`src/rtl/audio_pkg.sv`:
```
// Shared audio-path definitions: default widths, bit-clock divider and the sample type
// used by both the player and the I2S transmitter.
package audio_pkg;

  localparam int AUDIO_SAMPLE_W = 16;
  localparam int AUDIO_SLOT_W   = 16;
  localparam int AUDIO_BCLK_DIV = 2;

  typedef logic signed [AUDIO_SAMPLE_W-1:0] sample_t;

  // Counter width for a modulo-n counter, never narrower than one bit.
  function automatic int cnt_w(input int n);
    return (n > 1) ? $clog2(n) : 1;
  endfunction

endpackage

```
`src/rtl/audio_bclk_gen.sv`:
```
// Bit-clock generator: divides clk down to bclk and strobes the cycle in which
// bclk is about to fall, so downstream logic can update on the falling edge.
module audio_bclk_gen
  import audio_pkg::*;
#(
  parameter int BCLK_DIV = AUDIO_BCLK_DIV
) (
  input  logic clk,
  input  logic reset,
  output logic bclk,
  output logic fall_evt
);

  localparam int                DIV_W    = cnt_w(BCLK_DIV);
  localparam logic [DIV_W-1:0]  DIV_LAST = DIV_W'(BCLK_DIV - 1);

  logic [DIV_W-1:0] div_cnt_reg;
  logic [DIV_W-1:0] div_cnt_next;
  logic             bclk_reg;
  logic             wrap;

  assign wrap         = (div_cnt_reg == DIV_LAST);
  assign div_cnt_next = wrap ? '0 : div_cnt_reg + 1'b1;

  always_ff @(posedge clk or negedge reset) begin
    if (!reset) begin
      div_cnt_reg <= '0;
      bclk_reg    <= 1'b0;
    end else begin
      div_cnt_reg <= div_cnt_next;
      if (wrap) begin
        bclk_reg <= ~bclk_reg;
      end
    end
  end

  assign bclk     = bclk_reg;
  assign fall_evt = wrap & bclk_reg;

endmodule

```
`src/rtl/i2s_frame_tx.sv`:
```
// Stereo I2S transmitter: sends one mono sample in both slots and pulses new_frame per frame.
// Define I2S_TX_LEFT_JUSTIFIED_EN for left-justified output (no one-bclk data delay).
module i2s_frame_tx
  import audio_pkg::*;
#(
  parameter int BCLK_DIV = AUDIO_BCLK_DIV,
  parameter int SAMPLE_W = AUDIO_SAMPLE_W,
  parameter int SLOT_W   = AUDIO_SLOT_W
) (
  input  logic                clk,
  input  logic                reset,
  input  logic                play,
  input  logic [SAMPLE_W-1:0] sample_in,
  output logic                new_frame,
  output logic                bclk,
  output logic                lrclk,
  output logic                sdata
);

  localparam int               FRAME_W  = 2 * SLOT_W;
  localparam int               CNT_W    = cnt_w(FRAME_W);
  localparam int               PAD_W    = SLOT_W - SAMPLE_W;
  localparam logic [CNT_W-1:0] BIT_LAST = CNT_W'(FRAME_W - 1);
  localparam logic [CNT_W-1:0] RIGHT_0  = CNT_W'(SLOT_W);

  logic               fall_evt;
  logic               boundary;
  logic [SLOT_W-1:0]  word;
  logic [FRAME_W-1:0] frame_word;
  logic [CNT_W-1:0]   bit_cnt_reg;
  logic [CNT_W-1:0]   bit_cnt_next;
  logic [FRAME_W-1:0] shift_reg;
  logic               lrclk_reg;
  logic               sdata_reg;
  logic               new_frame_reg;

  audio_bclk_gen #(
    .BCLK_DIV (BCLK_DIV)
  ) u_bclk_gen (
    .clk      (clk),
    .reset    (reset),
    .bclk     (bclk),
    .fall_evt (fall_evt)
  );

  // Sample left-aligned in the slot; padding LSBs and muted frames are zero.
  for (genvar gi = 0; gi < SLOT_W; gi++) begin : g_word
    if (gi >= PAD_W) begin : g_data
      assign word[gi] = play & sample_in[gi-PAD_W];
    end else begin : g_pad
      assign word[gi] = 1'b0;
    end
  end

  assign frame_word   = {word, word};
  assign boundary     = fall_evt && (bit_cnt_reg == BIT_LAST);
  assign bit_cnt_next = boundary ? '0 : bit_cnt_reg + 1'b1;

  always_ff @(posedge clk or negedge reset) begin
    if (!reset) begin
      bit_cnt_reg   <= '0;
      shift_reg     <= '0;
      lrclk_reg     <= 1'b0;
      sdata_reg     <= 1'b0;
      new_frame_reg <= 1'b0;
    end else begin
      new_frame_reg <= boundary;
      if (fall_evt) begin
        bit_cnt_reg <= bit_cnt_next;
        lrclk_reg   <= (bit_cnt_next >= RIGHT_0);
        if (boundary) begin
`ifdef I2S_TX_LEFT_JUSTIFIED_EN
          shift_reg <= frame_word << 1;
          sdata_reg <= frame_word[FRAME_W-1];
`else
          // After 2*SLOT_W-1 shifts the MSB holds the old right-slot LSB, which
          // acts as the one-bclk delay bit for the new frame's first slot.
          shift_reg <= frame_word;
          sdata_reg <= shift_reg[FRAME_W-1];
`endif
        end else begin
          shift_reg <= shift_reg << 1;
          sdata_reg <= shift_reg[FRAME_W-1];
        end
      end
    end
  end

  assign lrclk     = lrclk_reg;
  assign sdata     = sdata_reg;
  assign new_frame = new_frame_reg;

endmodule

```
`config.mk`:
```
export PLATFORM = sky130hd
export DESIGN_NAME = i2s_frame_tx
export DESIGN_NICKNAME = d
export VERILOG_FILES = /design/src/rtl/audio_pkg.sv /design/src/rtl/audio_bclk_gen.sv /design/src/rtl/i2s_frame_tx.sv
export SDC_FILE = /design/constraint.sdc
export NUM_CORES = 1
export LEC_CHECK = 0
export CAP_MARGIN = 0
export CELL_PAD_IN_SITES_DETAIL_PLACEMENT = 0
export CELL_PAD_IN_SITES_GLOBAL_PLACEMENT = 2
export CORE_MARGIN = 2
export CORE_UTILIZATION = 38
export DETAILED_ROUTE_END_ITERATION = 10
export GPL_TIMING_DRIVEN = 0
export PLACE_DENSITY = 0.83
export SETUP_SLACK_MARGIN = 0.5
export SLEW_MARGIN = 5
export SYNTH_ARGS = -nofsm -noshare
export SYNTH_HDL_FRONTEND = slang
export SYNTH_SLANG_ARGS = --single-unit
```
`constraint.sdc`:
```
create_clock -name clk -period 5.2 [get_ports clk]
set_input_delay 1.04 -clock clk [delete_from_list [all_inputs] [get_ports clk]]
set_output_delay 1.04 -clock clk [all_outputs]
set_load 0.05 [all_outputs]
```
Word level (Yosys, flattened, before mapping)
Cells that the tools add are included.
{ "word_totals": {"reg_bits": 42, "in_bits": 19} }
{ "op_classes": {"addsub": 2, "n_lt_le_gt_ge": 1, "n_eq_ne": 1, "mux": 3, "bitwise": 18, "reduce_logical": 1} }
{ "ops": {"columns": ["cell", "count"], "rows": [
  ["two-way mux 32 bit", 1],
  ["bitwise AND 1 bit", 17],
  ["adder 5 x 1 -> 5 bit, second input constant", 1],
  ["equality test 5 bit, second input constant", 1],
  [">= comparator 5 bit, second input constant", 1],
  ["two-way mux 5 bit", 1],
  ["adder 1 bit, second input constant", 1],
  ["logical AND 1 bit", 1],
  ["two-way mux 1 bit", 1],
  ["inverter 1 bit", 1]
]} }

Logic depth before layout (Yosys ltp)
Gate-level depths: netlist (run 1).
{ "depth": {"word_depth": 4, "ltp_mapped": 8} }

Modules after synthesis
From an unflattened synthesis (run 1), not the netlist that was laid out.
{ "hier_totals": {"cells_unflattened": 206, "hier_area_um2": 1915.6} }
{ "by_module_without_submodules": {"columns": ["module", "n_inst", "cells_per_inst", "area_per_inst_um2"], "rows": [
  ["i2s_frame_tx", 1, 201, 1845.5],
  ["audio_bclk_gen", 1, 5, 70.1]
]} }

Least setup slack after synthesis (run 1)
Ideal clock, no wire load.
{ "synth_path": {"kind": "input to register", "start": "in play", "end": "reg shift_reg[18]", "setup_time_ns": 0.126, "arrival_time_ns": 1.678, "t_required_ns": 5.074, "setup_slack_ns": 3.396, "cell_stages": 5, "path_cell_list": "and2_4 -> buf_6 -> buf_6 -> a221oi_1 -> nor2_1"} }
{ "synth_via": {"elab_chain_len": 2} }
{ "synth_rtl": {"columns": ["item", "line", "rtl"], "rows": [
  ["start: declaration", "i2s_frame_tx.sv:12", "input logic play,"],
  ["bitwise AND 1 bit", "i2s_frame_tx.sv:49", "assign word[gi] = play & sample_in[gi-PAD_W];"],
  ["two-way mux 32 bit", "i2s_frame_tx.sv:71", "if (boundary) begin"],
  ["end signal: assignment", "i2s_frame_tx.sv:78", "shift_reg <= frame_word;"],
  ["end signal: assignment", "i2s_frame_tx.sv:82", "shift_reg <= shift_reg << 1;"],
  ["end: declaration", "i2s_frame_tx.sv:32", "logic [FRAME_W-1:0] shift_reg;"]
]} }
Every way passes these cells.
A chain may end at the register's enable or synchronous reset.

Worst setup path after layout (run 1)
{ "layout_path": {"start": "reg u_bclk_gen.bclk_reg (netlist: u_bclk_gen.bclk)", "end": "out bclk"} }
{ "layout_lines": {"columns": ["item", "line", "rtl"], "rows": [
  ["start: declaration", "audio_bclk_gen.sv:19", "logic bclk_reg;"],
  ["start signal: assignment", "audio_bclk_gen.sv:32", "bclk_reg <= ~bclk_reg;"],
  ["end: declaration", "i2s_frame_tx.sv:15", "output logic bclk,"]
]} }
No word-level cell between the ends.

==> summary.md, run 1 <==
| Metric | Value |
|---|---|
| Power, Total | `552.5 uW` |
| Post-layout nets | `233` |
| Max Used Layer | `met4` |
| Period utilization | `49.29%` |
| Number of port buffers | `22` |
| Largest net degree at the start of global routing | `27` |
| Overall routed net length | `4.222 mm` |
| Leftover overflow at the end of global routing | `0` |
| Launch instance of the worst register-to-register path | `bit_cnt_reg[0]` |
| Maximum ir drop on the vdd rail | `0.1255 mV` |
| Buffering stage count on the worst path with inverters included | `1` |
| Most used cells in the layout excluding fill and tap cells | `64 x sky130_fd_sc_hd__nor2_1, 41 x sky130_fd_sc_hd__dfrtp_1, 26 x sky130_fd_sc_hd__a221oi_1, 21 x sky130_fd_sc_hd__clkdlybuf4s50_1, 12 x sky130_fd_sc_hd__nand2_1` |
| Violation count after the first detailed-route iteration | `152` |
| Number of DRC violations after detailed routing | `0` |
| Part of the total power dissipated in the clock network | `38.0%` |
| Worst hold-check slack | `0.4800 ns` |
| Number of antenna violations at the first check in global routing | `0` |
| Routed wire length per instance | `15.13 um` |
| Clock transition time at the flip-flop clock pins of the worst setup and hold paths | `0.07 ns` |
| Wire length on met3 | `256 um` |
| Flop and latch count out of synthesis | `41` |
| Slowest stage cell, crit path | `sky130_fd_sc_hd__clkdlybuf4s50_1` |
| Number of buffers on the longest clock path | `2` |
| Unrepaired setup endpoints after global routing | `no` |
| Width of the die | `74.14 um` |
| Syn nets | `203` |
| CTS hold repair buffers | `0` |
| Result of the run | `completed` |
| Sequential share of the synthesized area | `54.89%` |
| CP Capture Type | `primary output` |
| Starting utilization of the core area | `39.58%` |
| P&R area growth vs syn | `21.69%` |
| Routed via count | `1484` |
| Cells on worst reg2reg path | `8` |
| Mean instance size in the synthesized netlist | `10.27 um2` |
| Shortest period the worst path allows | `2.563 ns` |
| Post-CTS Resized | `0` |
| Cell type group with the largest total delay on the critical path | `buffers and inverters` |
| Floorplan die height | `74.14 um` |
| Ratio of cells with drive above 1 in the final layout | `14.15%` |
| Area occupied by registers | `0.001026 mm2` |
| FP Rows | `25` |
| Total length of routed met2 wires | `2.058 mm` |
| Combined area of the multi-input logic cells | `708.2 um2` |
| Class of the most critical setup path | `reg2out` |
| Length of the first detailed-routing pass in iterations | `4` |
| Static leakage power | `0.001074 uW` |
| Number of global-route vias before repair | `1484` |
| Ratio of routed vias to standard cells | `5.319` |
| Filler cell count | `439` |
| Combinational share of power | `4.3%` |
| Utilization after layout | `48.16%` |
| Global-route wire length before repair | `7.307 mm` |
| TritonCTS sink count | `41` |
| Arrival time worst endpoint | `1.52 ns` |
| Metal-1 WL | `1.890 mm` |
| Global-route total usage across every layer | `17.78%` |
| Detailed placement HPWL | `2.966 mm` |
| Number of flip-flops under the largest register name | `32` |
| Total setup violations reported at the end of the flow | `0` |
| CP Max Fanout | `4` |
| Slowest Stage Delay on Critical Path | `0.82 ns` |
| Upper clock frequency limit | `390.2 MHz` |
| Number of buffers inserted by post-CTS setup repair | `0` |
| Start point of the worst min-delay path | `sdata` |
| Placer's final routability congestion estimate | `0.7299` |
| Number of nets still failing antenna checks after routing | `0` |
| # IOs | `23` |
| Clock latency on the worst-skew pair | `0.29 ns` |
| # H-tree levels | `2` |
| Final hold vios | `0` |
| Cell internal pwr | `437.0 uW` |
| CTS tree | `built` |
| Placed cell area | `0.002188 mm2` |
| Share of power burned in registers | `57.7%` |
| Cell variety after synth | `22` |
| Pins Over Slew Limit | `0` |
| Area of the core | `0.004723 mm2` |
| Worst hold path stage count | `2` |
| Mapped Cells | `182` |
| Synth area leader | `sky130_fd_sc_hd__dfrtp_1` |
| Class of the tightest hold or removal check | `reg2reg` |
| CTS root buf | `sky130_fd_sc_hd__clkbuf_8` |
| Max cap viols | `0` |
| Normalized max-slew margin | `66.10%` |
| Sw Pwr | `115.5 uW` |
| Crit start category | `register` |
| Die area | `0.005496 mm2` |
| Final design instance area without fill | `0.002275 mm2` |
| Crit-path cells | `clkdlybuf4s50_1` |
| Flop2flop setup slack | `3.17 ns` |
| Clock buffers created by TritonCTS | `5` |
| Endpoint required time on the critical path | `4.16 ns` |
| Ratio of total power to cell area | `242.9 mW/mm2` |
| FF-to-FF End | `shift_reg[26]` |
| Synth Warn # | `0` |
| End of the worst hold path | `sdata` |
| Most common cell after layout, fill and taps aside | `sky130_fd_sc_hd__nor2_1` |
| Area fraction of the dominant cell type after synthesis | `54.89%` |
| Fin Clk Skew | `0.007043 ns` |
| Netlist area before placement | `0.001869 mm2` |
| Dominant cells by area after synthesis | `sky130_fd_sc_hd__dfrtp_1 55%, sky130_fd_sc_hd__nor2_1 13%, sky130_fd_sc_hd__a221oi_1 12%` |
| Least-Margin Pin Slew | `0.5085 ns` |
| Share of total power consumed by net switching | `20.91%` |
| Sum of negative setup slack | `0 ns` |
| Number of antenna diodes | `0` |
layout make-up:
| cell class | count | share of cell area, % |
|---|---|---|
| Inverter | 2 | 0.3300 |
| Clock buffer | 7 | 3.795 |
| Buffer | 15 | 5.611 |
| Multi-Input combinational cell | 124 | 31.13 |
| Tap cell | 67 | 3.685 |
| Sequential cell | 41 | 45.10 |
| Timing Repair Buffer | 23 | 10.34 |
stage by stage:
stage / setup WS [ns] / cells
2_1_floorplan: 3.396 / 182
3_3_place_gp: 2.062 / 271
3_5_place_dp: 2.827 / 272
4_1_cts: 2.614 / 279
5_1_grt: 2.584 / 279
6_report: 2.637 / 279
worst max path at each step:
stage                          from             to  cells after the start
global route        u_bclk_gen.bclk           bclk                      1
finish              u_bclk_gen.bclk           bclk                      1
floorplan                      play  shift_reg[18]                      5
detailed placement             play  shift_reg[26]                      6
global placement              reset  shift_reg[18]                      1
CTS                 u_bclk_gen.bclk           bclk                      1
synthesized netlist by cell type:
master and n:
sky130_fd_sc_hd__a311o_1 1, sky130_fd_sc_hd__nand3_1 3, sky130_fd_sc_hd__a221oi_1 26, sky130_fd_sc_hd__dfrtp_1 41
sky130_fd_sc_hd__and2_1 2, sky130_fd_sc_hd__inv_2 1, sky130_fd_sc_hd__a221oi_2 5, sky130_fd_sc_hd__buf_4 4
sky130_fd_sc_hd__and3_1 1, sky130_fd_sc_hd__nor4_1 1, sky130_fd_sc_hd__clkbuf_1 1, sky130_fd_sc_hd__buf_2 3
sky130_fd_sc_hd__nand2_2 1, sky130_fd_sc_hd__buf_6 7, sky130_fd_sc_hd__o21ai_0 3, sky130_fd_sc_hd__nand2_1 12
sky130_fd_sc_hd__nor2_1 64, sky130_fd_sc_hd__and2_4 1, sky130_fd_sc_hd__xor2_1 1, sky130_fd_sc_hd__inv_1 1
sky130_fd_sc_hd__nand2b_1 1, sky130_fd_sc_hd__ha_1 2
kinds of logic (layout without fill, tap and decap cells):
group,count (synthesis),in the layout,share of synthesized area (%)
adder cells (fa/ha/maj),2,2,1.338
AND/OR/NAND/NOR,86,86,18.54
XOR/XNOR,1,1,0.4686
AO/OA/AOI/OAI,35,35,17.54
buffers and inverters,17,47,7.228
flip-flops,41,41,54.89
power groups by stage:
stage,Clock [uW],Sequential [uW],Combinational (uW)
2_1_floorplan,0,325,0.0223
3_3_place_gp,0,325,22.8
3_5_place_dp,0,325,24.5
4_1_cts,220,318,24.7
5_1_grt,231,318,26.0
6_report,210,319,23.9
layer usage:
metal,up-vias,track usage (%)
li1,699,-
met1,741,23.57
met2,42,28.17
met3,2,4.743
met4,0,6.465
met5,-,0
No activity file was read; power rests on OpenSTA's default activity.
==> run 2: changes to the inputs <==
--- a/config.mk
+++ b/config.mk
@@ -9,10 +9,10 @@
 export CELL_PAD_IN_SITES_DETAIL_PLACEMENT = 0
 export CELL_PAD_IN_SITES_GLOBAL_PLACEMENT = 2
 export CORE_MARGIN = 2
-export CORE_UTILIZATION = 38
+export CORE_UTILIZATION = 35
 export DETAILED_ROUTE_END_ITERATION = 10
 export GPL_TIMING_DRIVEN = 0
-export PLACE_DENSITY = 0.83
+export PLACE_DENSITY = 0.77
 export SETUP_SLACK_MARGIN = 0.5
 export SLEW_MARGIN = 5
 export SYNTH_ARGS = -nofsm -noshare
==> constraint.sdc (replaced) <==
create_clock -name clk -period 2.6 [get_ports clk]
set_input_delay 0.52 -clock clk [delete_from_list [all_inputs] [get_ports clk]]
set_output_delay 0.52 -clock clk [all_outputs]
set_load 0.05 [all_outputs]
==> summary.md, run 2 (same netlist as run 1, synthesis figures left out) <==
| Metric | Value |
|---|---|
| Period utilization | `77.13%` |
| Worst setup path endpoint | `lrclk` |
| Starting utilization of the core area | `36.37% (-3.2 points)` |
| Final hold vios | `0 (unchanged)` |
| CTS tree | `built` |
| Arrival time worst endpoint | `1.49 ns (-0.03 ns)` |
| Total setup violations reported at the end of the flow | `0 (unchanged)` |
| Buffering stage count on the worst path with inverters included | `1 (unchanged)` |
| Upper clock frequency limit | `498.7 MHz` |
| Critical Path Start | `bit_cnt_reg[4]` |
| Number of buffers on the longest clock path | `2 (unchanged)` |
| Utilization after layout | `45.23% (-2.9 points)` |
| Crit start category | `register` |
| Cells on worst reg2reg path | `8 (unchanged)` |
| Most common cell after layout, fill and taps aside | `sky130_fd_sc_hd__nor2_1` |
| FF-to-FF End | `shift_reg[29]` |
| Worst hold-check slack | `0.1886 ns (-0.2914 ns)` |
| Area of the core | `0.005140 mm2 (+8.8%)` |
| CP Max Fanout | `3 (-1)` |
| Least-Margin Pin Slew | `0.5130 ns (+0.004521 ns)` |
| Ratio of routed vias to standard cells | `5.276 (-0.82%)` |
| Setup Slack @ Placement | `0.6354 ns (-2.192 ns)` |
| Unrepaired setup endpoints after global routing | `no` |
| Largest net degree at the start of global routing | `24 (-11%)` |
| # IOs | `23 (unchanged)` |
| Number of nets still failing antenna checks after routing | `0 (unchanged)` |
| Number of antenna violations at the first check in global routing | `0 (unchanged)` |
| Clock buffers created by TritonCTS | `5 (unchanged)` |
| Number of port buffers | `22 (unchanged)` |
| Crit-path cells | `clkdlybuf4s50_1` |
| Sw Pwr | `246.2 uW (+110%)` |
| Clock latency on the worst-skew pair | `0.30 ns (about the same)` |
| Filler cell count | `532 (+21%)` |
| Cell type group with the largest total delay on the critical path | `buffers and inverters` |
| Die area | `0.005941 mm2 (+8.1%)` |
| Slowest stage cell, crit path | `sky130_fd_sc_hd__clkdlybuf4s50_1` |
| Number of antenna diodes | `0 (unchanged)` |
| P&R area growth vs syn | `24.36%` |
| Post-layout nets | `233 (unchanged)` |
| Fin Clk Skew | `0.007356 ns (+0.0003131 ns)` |
| Slowest Stage Delay on Critical Path | `0.81 ns (about the same)` |
| Number of buffers inserted by post-CTS setup repair | `0 (unchanged)` |
| Number of flip-flops under the largest register name | `32 (unchanged)` |
| Routed via count | `1493 (+0.61%)` |
| Launch instance of the worst register-to-register path | `bit_cnt_reg[0]` |
| CP Capture Type | `primary output` |
| Placer's final routability congestion estimate | `0.7217 (-1.1%)` |
| Part of the total power dissipated in the clock network | `43.8% (+5.8 points)` |
| Global-route total usage across every layer | `15.96% (-1.8 points)` |
| Violation count after the first detailed-route iteration | `109 (-28%)` |
| # H-tree levels | `2 (unchanged)` |
| TritonCTS sink count | `41 (unchanged)` |
| Pins Over Slew Limit | `0 (unchanged)` |
| Length of the first detailed-routing pass in iterations | `4 (unchanged)` |
| Result of the run | `completed` |
| Overall routed net length | `4.327 mm (+2.5%)` |
| Floorplan die height | `77.08 um (+4.0%)` |
| Sum of negative setup slack | `0 ns (unchanged)` |
| Ratio of total power to cell area | `526.4 mW/mm2 (+120%)` |
| Normalized max-slew margin | `65.80% (-0.30 points)` |
| Post-CTS Resized | `0 (unchanged)` |
| Shortest period the worst path allows | `2.005 ns` |
| Power, Total | `1224 uW (+120%)` |
| CTS hold repair buffers | `0 (unchanged)` |
| Number of DRC violations after detailed routing | `0 (unchanged)` |
| Cell internal pwr | `977.5 uW (+120%)` |
| Leftover overflow at the end of global routing | `0 (unchanged)` |
| FP Rows | `26 (+4.0%)` |
| Most used cells in the layout excluding fill and tap cells | `64 x sky130_fd_sc_hd__nor2_1, 41 x sky130_fd_sc_hd__dfrtp_1, 25 x sky130_fd_sc_hd__a221oi_1, 20 x sky130_fd_sc_hd__clkdlybuf4s50_1, 12 x sky130_fd_sc_hd__nand2_1` |
| Share of power burned in registers | `52.1% (-5.6 points)` |
| Global-route wire length before repair | `7.438 mm (+1.8%)` |
| Number of global-route vias before repair | `1494 (+0.67%)` |
| Detailed placement HPWL | `2.994 mm (+0.96%)` |
| Maximum ir drop on the vdd rail | `0.2983 mV (+140%)` |
| Number of stages on the worst setup path | `1 (unchanged)` |
| Routed wire length per instance | `15.29 um (+1.0%)` |
| Share of total power consumed by net switching | `20.12% (-0.79 points)` |
| Class of the most critical setup path | `reg2out` |
| Endpoint required time on the critical path | `2.08 ns (-2.08 ns)` |
| Combinational share of power | `4.1% (-0.2 points)` |
| Ratio of cells with drive above 1 in the final layout | `15.02% (+0.87 points)` |
| Class of the tightest hold or removal check | `in2async` |
| Static leakage power | `0.001115 uW (+3.8%)` |
| CTS root buf | `sky130_fd_sc_hd__clkbuf_8` |
| Max cap viols | `0 (unchanged)` |
| Clock transition time at the flip-flop clock pins of the worst setup and hold paths | `0.08 ns (about the same)` |
| Final critical-path setup slack | `0.5947 ns (-2.042 ns)` |
| Width of the die | `77.08 um (+4.0%)` |
| Flop2flop setup slack | `0.61 ns (-2.56 ns)` |
[run 2: changes by cell type in the layout (fill, tap and decap cells not counted), sizes merged]
| cell | before | now |
|---|---|---|
| bufinv | 0 | 1 |
| dlymetal6s2s | 0 | 1 |
| clkdlybuf4s50 | 21 | 20 |
[run 2: area by class of cell]
cell class                 instances  area, um2  share of cell area [%]
inverter                           2      7.507                  0.3229
timing repair buffer              23      245.2                   10.55
buffer                            15      127.6                   5.490
tap                               70      87.58                   3.767
multi-input combinational        124      714.4                   30.73
clock inverter                     1      30.03                   1.292
sequential                        41       1026                   44.13
clock buffer                       7      86.33                   3.714
[run 2: stage by stage]
step	area (um2)	std cells
after global routing	2325	283
final	2325	283
after global placement	2177	274
after floorplan	1869	182
after CTS	2316	283
after detailed placement	2200	275
[run 2: how the worst min path moves through the flow]
stage	end	slack [ns]	cells after the start
finish	sdata	0.19	1
global placement	sdata	0.46	2
floorplan	bit_cnt_reg[0]	0.22	0
global route	bit_cnt_reg[0]	0.21	1
CTS	shift_reg[17]	0.20	1
detailed placement	sdata	0.46	2
[run 2: worst register-to-register path, cell delays in order, from the launching register on]
cell and delay [ns]:
sky130_fd_sc_hd__dfrtp_1 0.41, sky130_fd_sc_hd__ha_1 0.23, sky130_fd_sc_hd__and3_1 0.19, sky130_fd_sc_hd__ha_1 0.23
sky130_fd_sc_hd__and2_4 0.18, sky130_fd_sc_hd__buf_6 0.12, sky130_fd_sc_hd__buf_6 0.14, sky130_fd_sc_hd__a221oi_1 0.30
sky130_fd_sc_hd__nor2_1 0.07
[run 2: routing by layer]
metal,vias up,track usage (%),wire length (um)
li1,701,-,-
met1,756,22.33,2148
met2,28,23.95,1916
met3,8,4.118,187
met4,0,5.714,75
met5,-,0,0
[run 2: power by group through the flow]
stage / combinational [uW] / clock [uW] / sequential (uW)
after floorplan: 0.0442 / 0 / 650
after global placement: 46.0 / 0 / 650
after detailed placement: 50.9 / 0 / 650
after CTS: 51.4 / 550 / 637
after global routing: 54.7 / 576 / 637
final: 50.1 / 537 / 637
==> run 3: changes to the inputs <==
==> constraint.sdc (replaced) <==
create_clock -name clk -period 2.1 [get_ports clk]
set_input_delay 0.42 -clock clk [delete_from_list [all_inputs] [get_ports clk]]
set_output_delay 0.42 -clock clk [all_outputs]
set_load 0.05 [all_outputs]
==> summary.md, run 3 (same netlist as run 1, synthesis figures left out) <==
| Metric | Value |
|---|---|
| Result of the run | `completed` |
| Total setup violations reported at the end of the flow | `0 (unchanged)` |
| Number of antenna violations at the first check in global routing | `0 (unchanged)` |
| CP Max Fanout | `10 (+7)` |
| Detailed placement HPWL | `3.022 mm (+0.94%)` |
| Normalized max-slew margin | `52.21% (-14 points)` |
| Utilization after layout | `50.39% (+5.2 points)` |
| Number of buffers on the longest clock path | `2 (unchanged)` |
| Cell type group with the largest total delay on the critical path | `flip-flops` |
| Total placed cells including tap cells | `275 (unchanged)` |
| Fin Clk Skew | `0.004292 ns (-0.003064 ns)` |
| Number of nets still failing antenna checks after routing | `0 (unchanged)` |
| Crit-path cells | `ha_2 > and3_4 > ha_4 > and2_4 > buf_8 > buf_12 > a221oi_2 > nor2_1` |
| Global-route wire length before repair | `7.783 mm (+4.6%)` |
| Clock buffers created by TritonCTS | `5 (unchanged)` |
| Ratio of routed vias to standard cells | `4.973 (-5.7%)` |
| FP Rows | `26 (unchanged)` |
| Arrival time worst endpoint | `1.92 ns (+0.43 ns)` |
| Upper clock frequency limit | `573.7 MHz` |
| Starting utilization of the core area | `36.37% (unchanged)` |
| # IOs | `23 (unchanged)` |
| Pins Over Slew Limit | `0 (unchanged)` |
| CP Capture Type | `register` |
| CTS root buf | `sky130_fd_sc_hd__clkbuf_8` |
| Filler cell count | `512 (-3.8%)` |
| Placed cell area | `0.002374 mm2 (+7.9%)` |
| Clock transition time at the flip-flop clock pins of the worst setup and hold paths | `0.08 ns (about the same)` |
| Violation count after the first detailed-route iteration | `56 (-49%)` |
| Number of flip-flops under the largest register name | `32 (unchanged)` |
| Buffering stage count on the worst path with inverters included | `2 (+1)` |
| Final hold vios | `0 (unchanged)` |
| TritonCTS sink count | `41 (unchanged)` |
| Most common cell after layout, fill and taps aside | `sky130_fd_sc_hd__nor2_1` |
| Final design instance area without fill | `0.002590 mm2 (+11%)` |
| Global-route total usage across every layer | `16.35% (+0.39 points)` |
| CTS tree | `built` |
| Length of the first detailed-routing pass in iterations | `4 (unchanged)` |
| P&R area growth vs syn | `38.55%` |
| Ratio of cells with drive above 1 in the final layout | `31.22% (+16 points)` |
| Ratio of total power to cell area | `526.0 mW/mm2 (about the same)` |
| Number of global-route vias before repair | `1578 (+5.6%)` |
| Endpoint required time on the critical path | `2.27 ns (+0.19 ns)` |
| Routed wire length per instance | `15.37 um (+0.53%)` |
| Maximum ir drop on the vdd rail | `0.3189 mV (+6.9%)` |
| Placer's final routability congestion estimate | `0.7287 (+0.97%)` |
| Area of the core | `0.005140 mm2 (unchanged)` |
| Max cap viols | `0 (unchanged)` |
| # H-tree levels | `2 (unchanged)` |
| Least-Margin Pin Slew | `0.7168 ns (+0.2037 ns)` |
| Shortest period the worst path allows | `1.743 ns` |
| Width of the die | `77.08 um (unchanged)` |
| Class of the tightest hold or removal check | `reg2reg` |
| Largest net degree at the start of global routing | `35 (+46%)` |
| Slowest Stage Delay on Critical Path | `0.39 ns (-0.42 ns)` |
| Leftover overflow at the end of global routing | `0 (unchanged)` |
| Crit start category | `register` |
| Clock latency on the worst-skew pair | `0.29 ns (about the same)` |
| Period utilization | `83.00%` |
| Slowest stage cell, crit path | `sky130_fd_sc_hd__dfrtp_1` |
| Static leakage power | `0.001245 uW (+12%)` |
| Class of the most critical setup path | `reg2reg` |
| Post-layout nets | `241 (+3.4%)` |
| Unrepaired setup endpoints after global routing | `yes` |
| Fin cells | `291 (+2.8%)` |
| Most used cells in the layout excluding fill and tap cells | `64 x sky130_fd_sc_hd__nor2_1, 41 x sky130_fd_sc_hd__dfrtp_1, 28 x sky130_fd_sc_hd__a221oi_2, 17 x sky130_fd_sc_hd__clkdlybuf4s50_1` |
| Floorplan die height | `77.08 um (unchanged)` |
| Number of port buffers | `22 (unchanged)` |
| Routed via count | `1447 (-3.1%)` |
| Overall routed net length | `4.473 mm (+3.4%)` |
| Die area | `0.005941 mm2 (unchanged)` |
| Number of antenna diodes | `0 (unchanged)` |
| Number of DRC violations after detailed routing | `0 (unchanged)` |
## run 3: path summary, 6_finish.rpt
check | depth (start not counted) | start | end | slack, ns
worst max-delay path | 8 | bit_cnt_reg[0] | shift_reg[31] | 0.36
worst min-delay path | 2 | shift_reg[31] | sdata | 0.48
worst max register to register | 8 | bit_cnt_reg[0] | shift_reg[31] | 0.36
worst min register to register | 2 | shift_reg[31] | sdata | 0.48
max in group asynchronous | 3 | reset | shift_reg[15] | 1.15
min in group asynchronous | 2 | reset | shift_reg[20] | 0.50
## run 3: worst min-delay path, stage by stage, from the launching register on
cell,delay (ns)
sky130_fd_sc_hd__dfrtp_1,0.35
sky130_fd_sc_hd__nand2_1,0.05
sky130_fd_sc_hd__nand2_1,0.05
## run 3: timing repair
item,CTS,global route
pin swaps,1,6
hold buffers,1,0
gates cloned,0,1
hold endpoints to repair,7,0
gates resized for setup,12,8
setup endpoints to repair,39,36
setup buffers,2,4
## run 3: layout make-up
type	count	area [um2]	share of cell area [%]
inverters	2	7.507	0.2899
plain buffers	15	163.9	6.329
well taps	70	87.58	3.382
clock inverters	3	17.52	0.6763
flip-flops and latches	41	1026	39.61
clock buffers	5	68.82	2.657
repair buffers	31	311.5	12.03
multi-input cells	124	907.1	35.02
## run 3: metrics by stage
| step | hold WS (ns) | TNS (ns) | power (uW) | setup WS, ns |
|---|---|---|---|---|
| 5_1_grt | 0.5048 | 0 | 1439 | 0.2883 |
| 3_3_place_gp | 0.4536 | -19.28 | 866.4 | -0.4727 |
| 6_report | 0.4775 | 0 | 1362 | 0.3569 |
| 2_1_floorplan | 0.1244 | 0 | 804.8 | 0.4431 |
| 3_5_place_dp | 0.2842 | 0 | 870.1 | 0.3315 |
| 4_1_cts | 0.4836 | 0 | 1388 | 0.3605 |
## run 3: power by group
group	total [uW]	internal, uW	switching, uW
logic	66.6	33.8	32.7
clock network	507	230	278
registers	789	789	0
## run 3: metal layers
metal / GRT usage, % / share of wire (%) / routed length [um] / vias up
met2: 27.63 / 53 / 2362 / 19
met5: 0 / 0 / 0 / -
met3: 4.118 / 2.6 / 117 / 5
met1: 21.18 / 44 / 1960 / 700
li1: - / - / - / 723
met4: 3.750 / 0.76 / 34 / 0
